[config.mk]
export PLATFORM = sky130hd
export DESIGN_NAME = query_block_dispatcher_flat
export DESIGN_NICKNAME = d
export VERILOG_FILES = /design/src/rtl/query_block_dispatcher_if.sv /design/src/rtl/query_block_dispatcher.sv /design/src/flat_wrapper.sv
export SDC_FILE = /design/constraint.sdc
export NUM_CORES = 1
export LEC_CHECK = 0
export BUFFER_PORTS_ARGS = -buffer_cell sky130_fd_sc_hd__buf_2
export CAP_MARGIN = 25
export CORE_AREA = 2 2 200 202
export CTS_CLUSTER_SIZE = 30
export DETAILED_ROUTE_END_ITERATION = 10
export DIE_AREA = 0 0 202 204
export MAX_ROUTING_LAYER = met4
export SLEW_MARGIN = 30
export SYNTH_ARGS = -nofsm -noshare
export SYNTH_HDL_FRONTEND = slang
export SYNTH_SLANG_ARGS = --single-unit
[constraint.sdc]
create_clock -name clk -period 7.05 [get_ports clk]
set_clock_uncertainty 0.2 [all_clocks]
set_input_delay 1.0575 -clock clk [delete_from_list [all_inputs] [get_ports clk]]
set_output_delay 1.0575 -clock clk [all_outputs]
set_load 0.1 [all_outputs]
[src/rtl/query_block_dispatcher_if.sv]
// Handshake and data bundle between the query host, the reference streamer, the PE array
// and the query block dispatcher.
interface query_block_dispatcher_if #(
    parameter int NUM_PES = 64
);
    logic                   query_info_valid;
    logic                   query_info_rdy;
    logic [27:0]            ref_length;
    logic [27:0]            ref_addr;
    logic [15:0]            num_query_blocks;
    logic [15:0]            query_id;
    logic [31:0]            cell_score_threshold;
    logic                   query_seq_block_valid;
    logic                   query_seq_block_rdy;
    logic [2*NUM_PES-1:0]   query_seq_block;
    logic                   pe_query_load;
    logic [2*NUM_PES-1:0]   pe_query_block;
    logic                   ref_req_valid;
    logic                   ref_req_rdy;
    logic [27:0]            ref_req_addr;
    logic [27:0]            ref_req_length;
    logic [15:0]            job_query_id;
    logic [15:0]            job_block_idx;
    logic [31:0]            job_threshold;
    logic                   engine_done;
    logic                   query_done;
    logic                   busy;

    // Everything outside the dispatcher: host, reference streamer and PE array.
    modport master (
        output query_info_valid, ref_length, ref_addr, num_query_blocks, query_id,
               cell_score_threshold, query_seq_block_valid, query_seq_block,
               ref_req_rdy, engine_done,
        input  query_info_rdy, query_seq_block_rdy, pe_query_load, pe_query_block,
               ref_req_valid, ref_req_addr, ref_req_length, job_query_id,
               job_block_idx, job_threshold, query_done, busy
    );

    modport slave (
        input  query_info_valid, ref_length, ref_addr, num_query_blocks, query_id,
               cell_score_threshold, query_seq_block_valid, query_seq_block,
               ref_req_rdy, engine_done,
        output query_info_rdy, query_seq_block_rdy, pe_query_load, pe_query_block,
               ref_req_valid, ref_req_addr, ref_req_length, job_query_id,
               job_block_idx, job_threshold, query_done, busy
    );
endinterface

[src/rtl/query_block_dispatcher.sv]
// Sequences a query block by block: accept query info, then per block load the PE array,
// issue one reference stream request and wait for the engine to finish.
module query_block_dispatcher #(
    parameter int NUM_PES = 64
) (
    input  logic                     clk,
    input  logic                     rst,
    query_block_dispatcher_if.slave  qb
);
    typedef enum logic [1:0] {IDLE, WAIT_BLOCK, ISSUE_REQ, RUN} state_t;

    state_t               state_reg, state_next;
    logic [27:0]          ref_length_reg, ref_addr_reg;
    logic [15:0]          num_blocks_reg, query_id_reg, block_idx_reg;
    logic [31:0]          threshold_reg;
    logic [2*NUM_PES-1:0] pe_block_reg;
    logic                 load_reg, done_reg;

    logic info_rdy, block_rdy, req_valid;
    logic info_xfer, block_xfer, run_finish, last_block;

    assign info_xfer  = info_rdy && qb.query_info_valid;
    assign block_xfer = block_rdy && qb.query_seq_block_valid;
    // engine_done only counts in RUN, so a pulse coinciding with the request handshake is dropped.
    assign run_finish = (state_reg == RUN) && qb.engine_done;
    assign last_block = (block_idx_reg == (num_blocks_reg - 16'd1));

    always_ff @(posedge clk) begin
        if (rst) state_reg <= IDLE;
        else     state_reg <= state_next;
    end

    always_comb begin
        state_next = state_reg;
        info_rdy   = 1'b0;
        block_rdy  = 1'b0;
        req_valid  = 1'b0;
        case (state_reg)
            IDLE: begin
                info_rdy = 1'b1;
                // An empty query is consumed in place and only produces query_done.
                if (qb.query_info_valid && (qb.num_query_blocks != 16'd0))
                    state_next = WAIT_BLOCK;
            end
            WAIT_BLOCK: begin
                block_rdy = 1'b1;
                if (qb.query_seq_block_valid) state_next = ISSUE_REQ;
            end
            ISSUE_REQ: begin
                req_valid = 1'b1;
                if (qb.ref_req_rdy) state_next = RUN;
            end
            RUN: begin
                if (qb.engine_done) state_next = last_block ? IDLE : WAIT_BLOCK;
            end
            default: state_next = IDLE;
        endcase
    end

    always_ff @(posedge clk) begin
        if (rst) begin
            ref_length_reg <= '0;
            ref_addr_reg   <= '0;
            num_blocks_reg <= '0;
            query_id_reg   <= '0;
            threshold_reg  <= '0;
            block_idx_reg  <= '0;
            pe_block_reg   <= '0;
            load_reg       <= 1'b0;
            done_reg       <= 1'b0;
        end else begin
            load_reg <= block_xfer;
            done_reg <= (info_xfer && (qb.num_query_blocks == 16'd0)) || (run_finish && last_block);
            if (info_xfer) begin
                ref_length_reg <= qb.ref_length;
                ref_addr_reg   <= qb.ref_addr;
                num_blocks_reg <= qb.num_query_blocks;
                query_id_reg   <= qb.query_id;
                threshold_reg  <= qb.cell_score_threshold;
                block_idx_reg  <= '0;
            end
            if (block_xfer) pe_block_reg <= qb.query_seq_block;
            if (run_finish && !last_block) block_idx_reg <= block_idx_reg + 16'd1;
        end
    end

    assign qb.query_info_rdy      = info_rdy;
    assign qb.query_seq_block_rdy = block_rdy;
    assign qb.ref_req_valid       = req_valid;
    assign qb.busy                = (state_reg != IDLE);
    assign qb.pe_query_load       = load_reg;
    assign qb.pe_query_block      = pe_block_reg;
    assign qb.query_done          = done_reg;
    assign qb.ref_req_addr        = ref_addr_reg;
    assign qb.ref_req_length      = ref_length_reg;
    assign qb.job_query_id        = query_id_reg;
    assign qb.job_block_idx       = block_idx_reg;
    assign qb.job_threshold       = threshold_reg;
endmodule
[src/flat_wrapper.sv]
// flat-port wrapper written by rule: the top's interface ports become plain ports
module query_block_dispatcher_flat 
#(
    parameter int NUM_PES = 64
)
  (clk, rst, qb_query_info_valid, qb_ref_length, qb_ref_addr, qb_num_query_blocks, qb_query_id, qb_cell_score_threshold, qb_query_seq_block_valid, qb_query_seq_block, qb_ref_req_rdy, qb_engine_done, qb_query_info_rdy, qb_query_seq_block_rdy, qb_pe_query_load, qb_pe_query_block, qb_ref_req_valid, qb_ref_req_addr, qb_ref_req_length, qb_job_query_id, qb_job_block_idx, qb_job_threshold, qb_query_done, qb_busy);
  query_block_dispatcher_if #(.NUM_PES(NUM_PES)) qb_i ();
  input  logic clk;
  input  logic rst;
  input wire logic [$bits(qb_i.query_info_valid)-1:0] qb_query_info_valid;
  input wire logic [$bits(qb_i.ref_length)-1:0] qb_ref_length;
  input wire logic [$bits(qb_i.ref_addr)-1:0] qb_ref_addr;
  input wire logic [$bits(qb_i.num_query_blocks)-1:0] qb_num_query_blocks;
  input wire logic [$bits(qb_i.query_id)-1:0] qb_query_id;
  input wire logic [$bits(qb_i.cell_score_threshold)-1:0] qb_cell_score_threshold;
  input wire logic [$bits(qb_i.query_seq_block_valid)-1:0] qb_query_seq_block_valid;
  input wire logic [$bits(qb_i.query_seq_block)-1:0] qb_query_seq_block;
  input wire logic [$bits(qb_i.ref_req_rdy)-1:0] qb_ref_req_rdy;
  input wire logic [$bits(qb_i.engine_done)-1:0] qb_engine_done;
  output wire logic [$bits(qb_i.query_info_rdy)-1:0] qb_query_info_rdy;
  output wire logic [$bits(qb_i.query_seq_block_rdy)-1:0] qb_query_seq_block_rdy;
  output wire logic [$bits(qb_i.pe_query_load)-1:0] qb_pe_query_load;
  output wire logic [$bits(qb_i.pe_query_block)-1:0] qb_pe_query_block;
  output wire logic [$bits(qb_i.ref_req_valid)-1:0] qb_ref_req_valid;
  output wire logic [$bits(qb_i.ref_req_addr)-1:0] qb_ref_req_addr;
  output wire logic [$bits(qb_i.ref_req_length)-1:0] qb_ref_req_length;
  output wire logic [$bits(qb_i.job_query_id)-1:0] qb_job_query_id;
  output wire logic [$bits(qb_i.job_block_idx)-1:0] qb_job_block_idx;
  output wire logic [$bits(qb_i.job_threshold)-1:0] qb_job_threshold;
  output wire logic [$bits(qb_i.query_done)-1:0] qb_query_done;
  output wire logic [$bits(qb_i.busy)-1:0] qb_busy;
  assign qb_i.query_info_valid = qb_query_info_valid;
  assign qb_i.ref_length = qb_ref_length;
  assign qb_i.ref_addr = qb_ref_addr;
  assign qb_i.num_query_blocks = qb_num_query_blocks;
  assign qb_i.query_id = qb_query_id;
  assign qb_i.cell_score_threshold = qb_cell_score_threshold;
  assign qb_i.query_seq_block_valid = qb_query_seq_block_valid;
  assign qb_i.query_seq_block = qb_query_seq_block;
  assign qb_i.ref_req_rdy = qb_ref_req_rdy;
  assign qb_i.engine_done = qb_engine_done;
  assign qb_query_info_rdy = qb_i.query_info_rdy;
  assign qb_query_seq_block_rdy = qb_i.query_seq_block_rdy;
  assign qb_pe_query_load = qb_i.pe_query_load;
  assign qb_pe_query_block = qb_i.pe_query_block;
  assign qb_ref_req_valid = qb_i.ref_req_valid;
  assign qb_ref_req_addr = qb_i.ref_req_addr;
  assign qb_ref_req_length = qb_i.ref_req_length;
  assign qb_job_query_id = qb_i.job_query_id;
  assign qb_job_block_idx = qb_i.job_block_idx;
  assign qb_job_threshold = qb_i.job_threshold;
  assign qb_query_done = qb_i.query_done;
  assign qb_busy = qb_i.busy;
  query_block_dispatcher #(.NUM_PES(NUM_PES)) u_core (.clk(clk), .rst(rst), .qb(qb_i));
endmodule
# Word level (Yosys, flattened, before mapping)

Cells that the tools add are included.

Register bits after elaboration: 268
Bits of input ports: 254
Output and inout bits: 254
Logic and storage cells: 46

Add/subtract/negate cells: 2
Equal/unequal tests: 8
Multiplexer cells: 11
Reductions and logical operators: 15

Operator list:

| cell                                                                  | count |
|---|---|
| 16-bit two-way mux                                                    | 2 |
| 16-bit by 1-bit adder with 16-bit output (second input constant)      | 1 |
| 16-bit == test                                                        | 1 |
| 16-bit logical NOT                                                    | 1 |
| 16-bit nonzero test                                                   | 1 |
| 16-bit by 1-bit subtractor with 16-bit output (second input constant) | 1 |
| 2-bit two-way mux                                                     | 4 |
| 2-bit one-hot mux with 4 select lines                                 | 1 |
| 1-bit logical AND                                                     | 7 |
| 2-bit != test (second input constant)                                 | 3 |
| 2-bit == test (second input constant)                                 | 2 |
| 1-bit two-way mux                                                     | 4 |
| 4-bit AND reduction                                                   | 1 |
| 2-bit nonzero test                                                    | 2 |
| 2-bit by 1-bit == test with 1-bit output (second input constant)      | 1 |
| 2-bit logical NOT                                                     | 1 |
| 2-bit by 1-bit != test with 1-bit output (second input constant)      | 1 |
| 1-bit logical NOT                                                     | 1 |
| 1-bit logical OR                                                      | 1 |

# Depth between registers and ports, before layout

Gate-level depths: netlist (run 1).

Depth after elaboration: 5
Depth in mapped cells: 11
Gate-level depth less buffers: 10

# Worst setup path after synthesis (run 1)

Ideal clock, no wire load.

Path type: register to output
Start point: register u_core.state_reg[0]
End point: output qb_busy
Arrival time: 1.993 ns
Required time: 5.793 ns
Slack: 3.800 ns
Cell stages (with the launch flop): 4
Path buffers: 0
Cells stage by stage: dfxtp_1 > inv_1 > ha_1 > inv_1

Word-level cells in the longest chain between the ends: 1

Ends and longest elaborated chain:

| element                | line                         | text |
|---|---|---|
| start, declared        | query_block_dispatcher.sv:12 | `state_t state_reg, state_next;` |
| start signal, assigned | query_block_dispatcher.sv:30 | `else state_reg <= state_next;` |
| 2-bit nonzero test     | query_block_dispatcher.sv:90 | `assign qb.busy = (state_reg != IDLE);` |
| end, declared          | flat_wrapper.sv:31           | `output wire logic [$bits(qb_i.busy)-1:0] qb_busy;` |

No other way between the ends.

# Worst setup path in the final report (run 1)

Start point: register u_core.num_blocks_reg[0]
End point: register u_core.block_idx_reg[0] (netlist: u_core.qb.job_block_idx[0])

Word-level cells in the longest chain between the ends: 5
Elaborated cells on any way between the ends: 6
Those cells by class: add/sub: 1; eq/ne: 1; mux: 1; reduce/logical: 3

Ends and longest elaborated chain:

| element                                                         | line                         | text |
|---|---|---|
| start, declared                                                 | query_block_dispatcher.sv:14 | `logic [15:0] num_blocks_reg, query_id_reg, block_idx_reg;` |
| start signal, assigned                                          | query_block_dispatcher.sv:77 | `num_blocks_reg <= qb.num_query_blocks;` |
| 16-bit by 1-bit subtractor with 16-bit output (*)               | query_block_dispatcher.sv:26 | `assign last_block = (block_idx_reg == (num_blocks_reg - 16'd1));` |
| 16-bit == test (*)                                              | query_block_dispatcher.sv:26 |  |
| 1-bit logical NOT (*)                                           | query_block_dispatcher.sv:83 | `if (run_finish && !last_block) block_idx_reg <= block_idx_reg + 16'd1;` |
| 1-bit logical AND (*)                                           | query_block_dispatcher.sv:83 |  |
| 16-bit two-way mux / 2-bit nonzero test (equally long branches) | -                            |  |
| end signal, assigned                                            | query_block_dispatcher.sv:83 |  |
| end, declared                                                   | query_block_dispatcher.sv:14 |  |

Mark *: on every way between the ends. The rest lies on a longest branch, timed or not.
A chain may end at the register's enable or synchronous reset.

==> metrics.md, run 1 <==
| Metric | Value |
|---|---|
| Outcome | `finished clean` |
| Max FFs per register | `128` |
| Layout cells sized above 1 | `33.26%` |
| Die Span Y | `204 µm` |
| Starting DRC count in detailed routing | `553` |
| Critical path required time | `7340 ps` |
| Die Area | `0.04121 mm²` |
| Seq pwr share | `30.5%` |
| Longest Clk Path Bufs | `3` |
| Internal power | `3090 µW` |
| CTS tree | `done` |
| Mapped Nets | `1527` |
| Seq/Total Area, Yosys | `53.51%` |
| Cts hold-fix bufs | `0` |
| # IOs | `508` |
| Mean Syn Cell Area | `7.913 µm²` |
| Mean number of vias per cell | `4.494` |
| Max transition margin | `39.73%` |
| Crit end category | `flip-flop` |
| Skew-Pair Late Insertion Delay | `550 ps` |
| Hold Vio Cnt, Final | `0` |
| Total grt overflow | `0` |
| CP max stage delay | `650 ps` |
| Crit path time final | `3265 ps` |
| Netlist Area Pre-Place | `0.01003 mm²` |
| Switching share of power | `49.64%` |
| Max Cap Viol | `0` |
| Ys Warns | `0` |
| WP data arrival | `3560 ps` |
| Unrepaired setup endpoints after global routing | `false` |
| H-tree depth | `1` |
| Startpoint types | `flip-flop` |
| Slew @ Worst Pin | `904.1 ps` |
| Comb pwr share | `45.4%` |
| Synth Instances | `1267` |
| Final #Nets | `1984` |
| HP Class | `flip-flop to flip-flop` |
| Final slew viol count | `0` |
| PostCTS Resize Cnt | `0` |
| Routed vias | `10.21k` |
| Period utilization | `46.31%` |
| CORE AREA | `0.03918 mm²` |
| Post-synth ARST share | `0%` |
| Non-filler cells, final | `2271` |
| Layout area overhead | `38.70%` |
| Detailed Place HPWL | `23.82 mm` |
| Final Wtd Congestion | `0.8437` |
| Routed Wire Length | `33.20 mm` |
| Cts bufs inserted | `30` |
| Max IR drop VDD | `0.0002031 V` |
| Crit path cell chain | `inv_1 -> ha_1 -> xor2_1 -> o31a_1 -> nor4_1 -> and4_4 -> nand3_4 -> a211oi_4 -> mux2_2` |
| First-pass GRT wire length | `50.69 mm` |
| DR WL/cell | `14.62 µm` |
| Total GRT Usage | `15.47%` |
| Critical path's slowest cell | `a211oi_4` |
| Clk pwr share | `24.1%` |
| Setup Crit Path Kind | `flip-flop to flip-flop` |
| Setup TNS | `0 ps` |
| Drt first pass iters | `5` |
| EDFF count, synth | `0` |
| Reg clk slew, reported paths | `60 ps` |
| Clk sinks | `268` |
| Synth Register Bits | `268` |
| Vias in the first global route | `9657` |
| Placed Cells | `2217` |
| Fmax | `306.3 MHz` |
| Pin count of the biggest net entering global routing | `97` |
| Power per cell area | `441.3 mW/mm²` |
| Root buf cell | `clkbuf_16` |
| Row cnt | `73` |
| Post-CTS Setup Bufs | `0` |
| Pleak | `0.006356 µW` |
| Port-buffer cells | `507` |
| Ys flop type | `dfxtp_1` |
| Final setup violation count | `0` |
| Antenna Violating Nets Remaining | `0` |
| Final routed DRC violation total | `0` |
| Initial antenna violation count | `2` |
| Die X | `202 µm` |
| Initial Utilization | `25.59%` |
| Synth cell types | `56` |
| P_sw | `3047 µW` |
| Worst Path Max Fanout | `15` |
logic make-up (layout without fill, tap and decap cells):
kind of cell               after synthesis  in the layout  share of synthesized area (%)
muxes                                    2              2                         0.2122
AOI/OAI and AO/OA                      283            283                          15.65
and+or+nand+nor                        582            582                          23.66
adders and majority gates                6              6                         0.7488
xor gates and xnor gates                28             28                          2.446
buffers and inverters                   98            575                          3.769
other                                    0              2                              0
DFF                                    268            268                          53.51
power groups by stage:
| stage | logic, µW | registers (µW) | clock network (µW) |
|---|---|---|---|
| 2_1_floorplan | 821 | 3380 | 0 |
| 3_3_place_gp | 2770 | 1890 | 0 |
| 3_5_place_dp | 2800 | 1900 | 0 |
| 4_1_cts | 2800 | 1870 | 1530 |
| 5_1_grt | 2930 | 1900 | 1600 |
| 6_report | 2790 | 1870 | 1480 |
final cells by class:
type                       instances  area [µm²]
antenna                            2       5.005
clock buffer                      45       868.3
clock inverter                     7       63.81
fill                            4163       25280
inverter                          10       37.54
multi-input combinational        901        4314
sequential                       268        5365
tap                              525       656.9
timing repair buffer             513        2595
cell usage after synthesis, drive strengths merged (2+ instances only):
library cell  count  area [µm²]
nor3              4       25.02
clkbuf           81       304.0
and2              4       25.02
a221o             6       63.81
and3             10       62.56
a211o             2       17.52
a22o              5       47.55
xnor2            18       157.7
nor2             15       58.81
nor2b             3       18.77
dfxtp           268        5365
o21ai             3       15.01
o31ai             2       28.78
or2               2       15.02
nor4             11       81.32
nor3b             2       15.01
buf               7       36.28
inv              10       37.54
nand3b            2       15.01
a21oi           252        1261
o211a             2       20.02
nand2           507        1903
xor2             10       87.58
ha                6       75.07
nand3            15       87.59
metrics by stage:
stage	setup WS, ps	total power, µW	area, µm²	utilization [%]	hold slack, ps
detailed placement	3781	4700	12960	33.09	243.0
floorplan	3800	4197	10030	-	248.1
CTS	3763	6206	13900	35.47	250.9
finish	3785	6137	13910	35.49	247.6
global placement	3660	4662	12950	33.06	238.8
global route	3563	6430	13900	35.48	263.2
cells in the final DEF, fill, tap and decap left out, types with 6 or more instances in the layout:
cell         n
clkbuf_16   31
buf_2      506
clkbuf_1    10
nor4_1       9
xnor2_1     18
nor2_1      14
nand2_1    505
inv_1       10
dfxtp_1    268
xor2_1      10
ha_1         6
nand3_1     14
and3_1      10
a21oi_1    252
final timing paths:
kind	slack (ps)	to	cells after the start	startpoint
worst min register to register	250	u_core.qb.pe_query_block[7]	2	u_core.qb.pe_query_block[7]
worst max-delay path	3780	u_core.qb.job_block_idx[0]	9	u_core.num_blocks_reg[0]
worst min-delay path	250	u_core.qb.pe_query_block[7]	2	u_core.qb.pe_query_block[7]
worst max register to register	3780	u_core.qb.job_block_idx[0]	9	u_core.num_blocks_reg[0]
worst max-delay path: cells and delay by family, from the launching register on:
family | cells | cell delay [ps]
AOI/OAI and AO/OA | 2 | 940
and+or+nand+nor | 3 | 840
adders and majority gates | 1 | 260
muxes | 1 | 270
DFF | 1 | 440
buffers and inverters | 1 | 70
xor gates and xnor gates | 1 | 180
per-layer routing:
metal / wire, µm / vias up / track usage, % / share of wire [%]
li1: - / 5059 / - / -
met2: 15190 / 408 / 24.31 / 46
met4: 1034 / 0 / 5.436 / 3.1
met5: 0 / - / - / 0
met3: 2850 / 73 / 4.241 / 8.6
met1: 14120 / 4665 / 19.09 / 43
Note: power is estimated with default switching activity, not from simulation.
==> run 2: changes to the inputs <==
clock period = 3.29 ns   (was 7.05 ns; I/O delays follow)
==> run 2 against run 1 <==
Effect of this change:
- register-to-register slack got worse by 3600 ps
- via count is 11% higher
- fmax grew 6.0%
- largest cell class unchanged
- critical endpoint is now u_core.qb.job_block_idx[6]
- core utilization rose by 6.6 points
- final cell count is 11% higher
- first-iteration DRC count rose by 8.5%
- largest power group unchanged
==> metrics.md, run 2 (same netlist as run 1, synthesis figures left out) <==
| Metric | Value |
|---|---|
| Outcome | `finished clean` |
| HP Class | `input port to flip-flop` |
| Final Wtd Congestion | `0.8678` |
| Drt first pass iters | `5` |
| Pleak | `0.007454 µW` |
| Reg2reg end | `u_core.qb.job_block_idx[6]` |
| Initial Utilization | `25.59%` |
| Unrepaired setup endpoints after global routing | `false` |
| Max FFs per register | `128` |
| Max IR drop VDD | `0.0005984 V` |
| WL met3 | `2.569 mm` |
| Reg2Reg Setup Slack | `210 ps` |
| Layout cells sized above 1 | `30.00%` |
| Layout area overhead | `64.31%` |
| Die Area | `0.04121 mm²` |
| Hold Vio Cnt, Final | `0` |
| DR WL/cell | `14.75 µm` |
| Total GRT Usage | `17.31%` |
| Levels on crit path | `9` |
| Mean number of vias per cell | `4.497` |
| Max transition margin | `37.21%` |
| Worst R2R Start | `u_core.num_blocks_reg[9]` |
| Fmax | `324.7 MHz` |
| Worst path bufs/invs | `1` |
| Hold_sp | `qb_num_query_blocks[10]` |
| Routed vias | `11.32k` |
| Die Span Y | `204 µm` |
| CTS tree | `done` |
| Critical path's slowest cell | `a311oi_4` |
| Final slew viol count | `0` |
| Final setup violation count | `0` |
| Max Cap Viol | `0` |
| Row cnt | `73` |
| Most frequent cells in the layout | `506 x buf_2, 505 x nand2_1, 268 x dfxtp_1, 252 x a21oi_1, 235 x dlygate4sd3_1` |
| Power per cell area | `832.9 mW/mm²` |
| Skew-Pair Late Insertion Delay | `550 ps` |
| Routed Wire Length | `37.11 mm` |
| Crit path time final | `3079 ps` |
| Die X | `202 µm` |
| Layout Utilization | `42.04%` |
| Setup TNS | `0 ps` |
| First-pass GRT wire length | `56.86 mm` |
| Cts bufs inserted | `30` |
| Reg clk slew, reported paths | `60 ps` |
| Period utilization | `93.60%` |
| Critical path required time | `3590 ps` |
| H-tree depth | `1` |
| Post-CTS Setup Bufs | `0` |
| Hold path endpoint | `u_core.num_blocks_reg[10]` |
| CORE AREA | `0.03918 mm²` |
| Longest Clk Path Bufs | `3` |
| Starting DRC count in detailed routing | `600` |
| Root buf cell | `clkbuf_16` |
| Worst Path Max Fanout | `20` |
| DRT met1 WL | `15.38 mm` |
| Setup Crit Path Kind | `flip-flop to flip-flop` |
| CP max stage delay | `730 ps` |
| Port-buffer cells | `507` |
| Crit path max-delay family | `compound AO/OA/AOI/OAI gates` |
| Hold Path Depth | `3` |
| Most common cell after layout, fill and taps aside | `buf_2` |
| # IOs | `508` |
| Crit path cell chain | `or2_4 -> or4b_4 -> nor4_2 -> xnor2_1 -> o211a_2 -> a311oi_4 -> buf_4 -> o21ai_0 -> a21bo_2` |
| Max Used Layer | `met4` |
| Startpoint types | `flip-flop` |
| Antenna Violating Nets Remaining | `0` |
| Slew @ Worst Pin | `941.9 ps` |
| Crit end category | `flip-flop` |
| Final routed DRC violation total | `0` |
| Final #Nets | `2232` |
| WP data arrival | `3380 ps` |
| Clk sinks | `268` |
| Worst Reg-to-Reg Cells | `9` |
| Initial antenna violation count | `1` |
| Total grt overflow | `0` |
| Detailed Place HPWL | `24.00 mm` |
| Vias in the first global route | `11.21k` |
| Pin count of the biggest net entering global routing | `135` |
| Met2 WL | `17.78 mm` |
==> run 2: routing by layer <==
metal  vias to the layer above  track usage, %
met3                       100           3.858
met1                      5219           20.09
li1                       5557               -
met5                         -               -
met4                         0           6.907
met2                       439           29.05
==> run 2: worst max path at each step <==
stage / from / end / slack, ps
2_1_floorplan: u_core.qb.job_block_idx[3] / u_core.qb.job_block_idx[5] / 40
6_report: u_core.num_blocks_reg[9] / u_core.qb.job_block_idx[6] / 210
4_1_cts: u_core.num_blocks_reg[9] / u_core.qb.job_block_idx[6] / 180
3_3_place_gp: u_core.num_blocks_reg[9] / u_core.qb.job_block_idx[6] / 6
5_1_grt: u_core.num_blocks_reg[9] / u_core.qb.job_block_idx[6] / 3
3_5_place_dp: u_core.num_blocks_reg[9] / u_core.qb.job_block_idx[6] / 190
==> run 2: worst register-to-register path, cell delays in order (launching register included) <==
cell,delay (ps)
dfxtp_1,320
or2_4,260
or4b_4,550
nor4_2,200
xnor2_1,120
o211a_2,170
a311oi_4,730
buf_4,250
o21ai_0,70
a21bo_2,180
==> run 2: timing repair <==
action	4_1_cts	5_1_grt
hold buffers	235	0
hold endpoints to repair	235	0
resized for setup	0	1
endpoints found under the setup margin	0	1
==> run 2: layout make-up <==
cell class,count,area [µm²]
diodes,1,2.502
clock buffers,44,904.6
clock inverters,6,82.58
fillers,3727,22710
inverters,10,37.54
multi-input cells,901,4320
flip-flops and latches,268,5365
well taps,525,656.9
repair buffers,761,5104
==> run 2: power breakdown <==
group          internal (µW)  total, µW  leakage, µW  switching (µW)
Sequential              3740       4000      0.00219             257
Clock                   2030       3350     0.000486            1320
Combinational           1270       6370      0.00478            5100
Total                   7040      13700      0.00745            6680
==> run 2: per-stage QoR <==
stage | cell area [µm²] | hold slack [ps] | instances | setup WS (ps) | power (µW)
2_1_floorplan | 10030 | 248.1 | 1267 | 44.37 | 8994
3_3_place_gp | 13110 | 238.7 | 2230 | 6.305 | 10130
3_5_place_dp | 13130 | 243.1 | 2230 | 187.5 | 10200
4_1_cts | 16460 | 3.761 | 2515 | 180.3 | 13800
5_1_grt | 16470 | 23.71 | 2516 | 3.451 | 14330
6_report | 16470 | 21.57 | 2516 | 210.5 | 13720
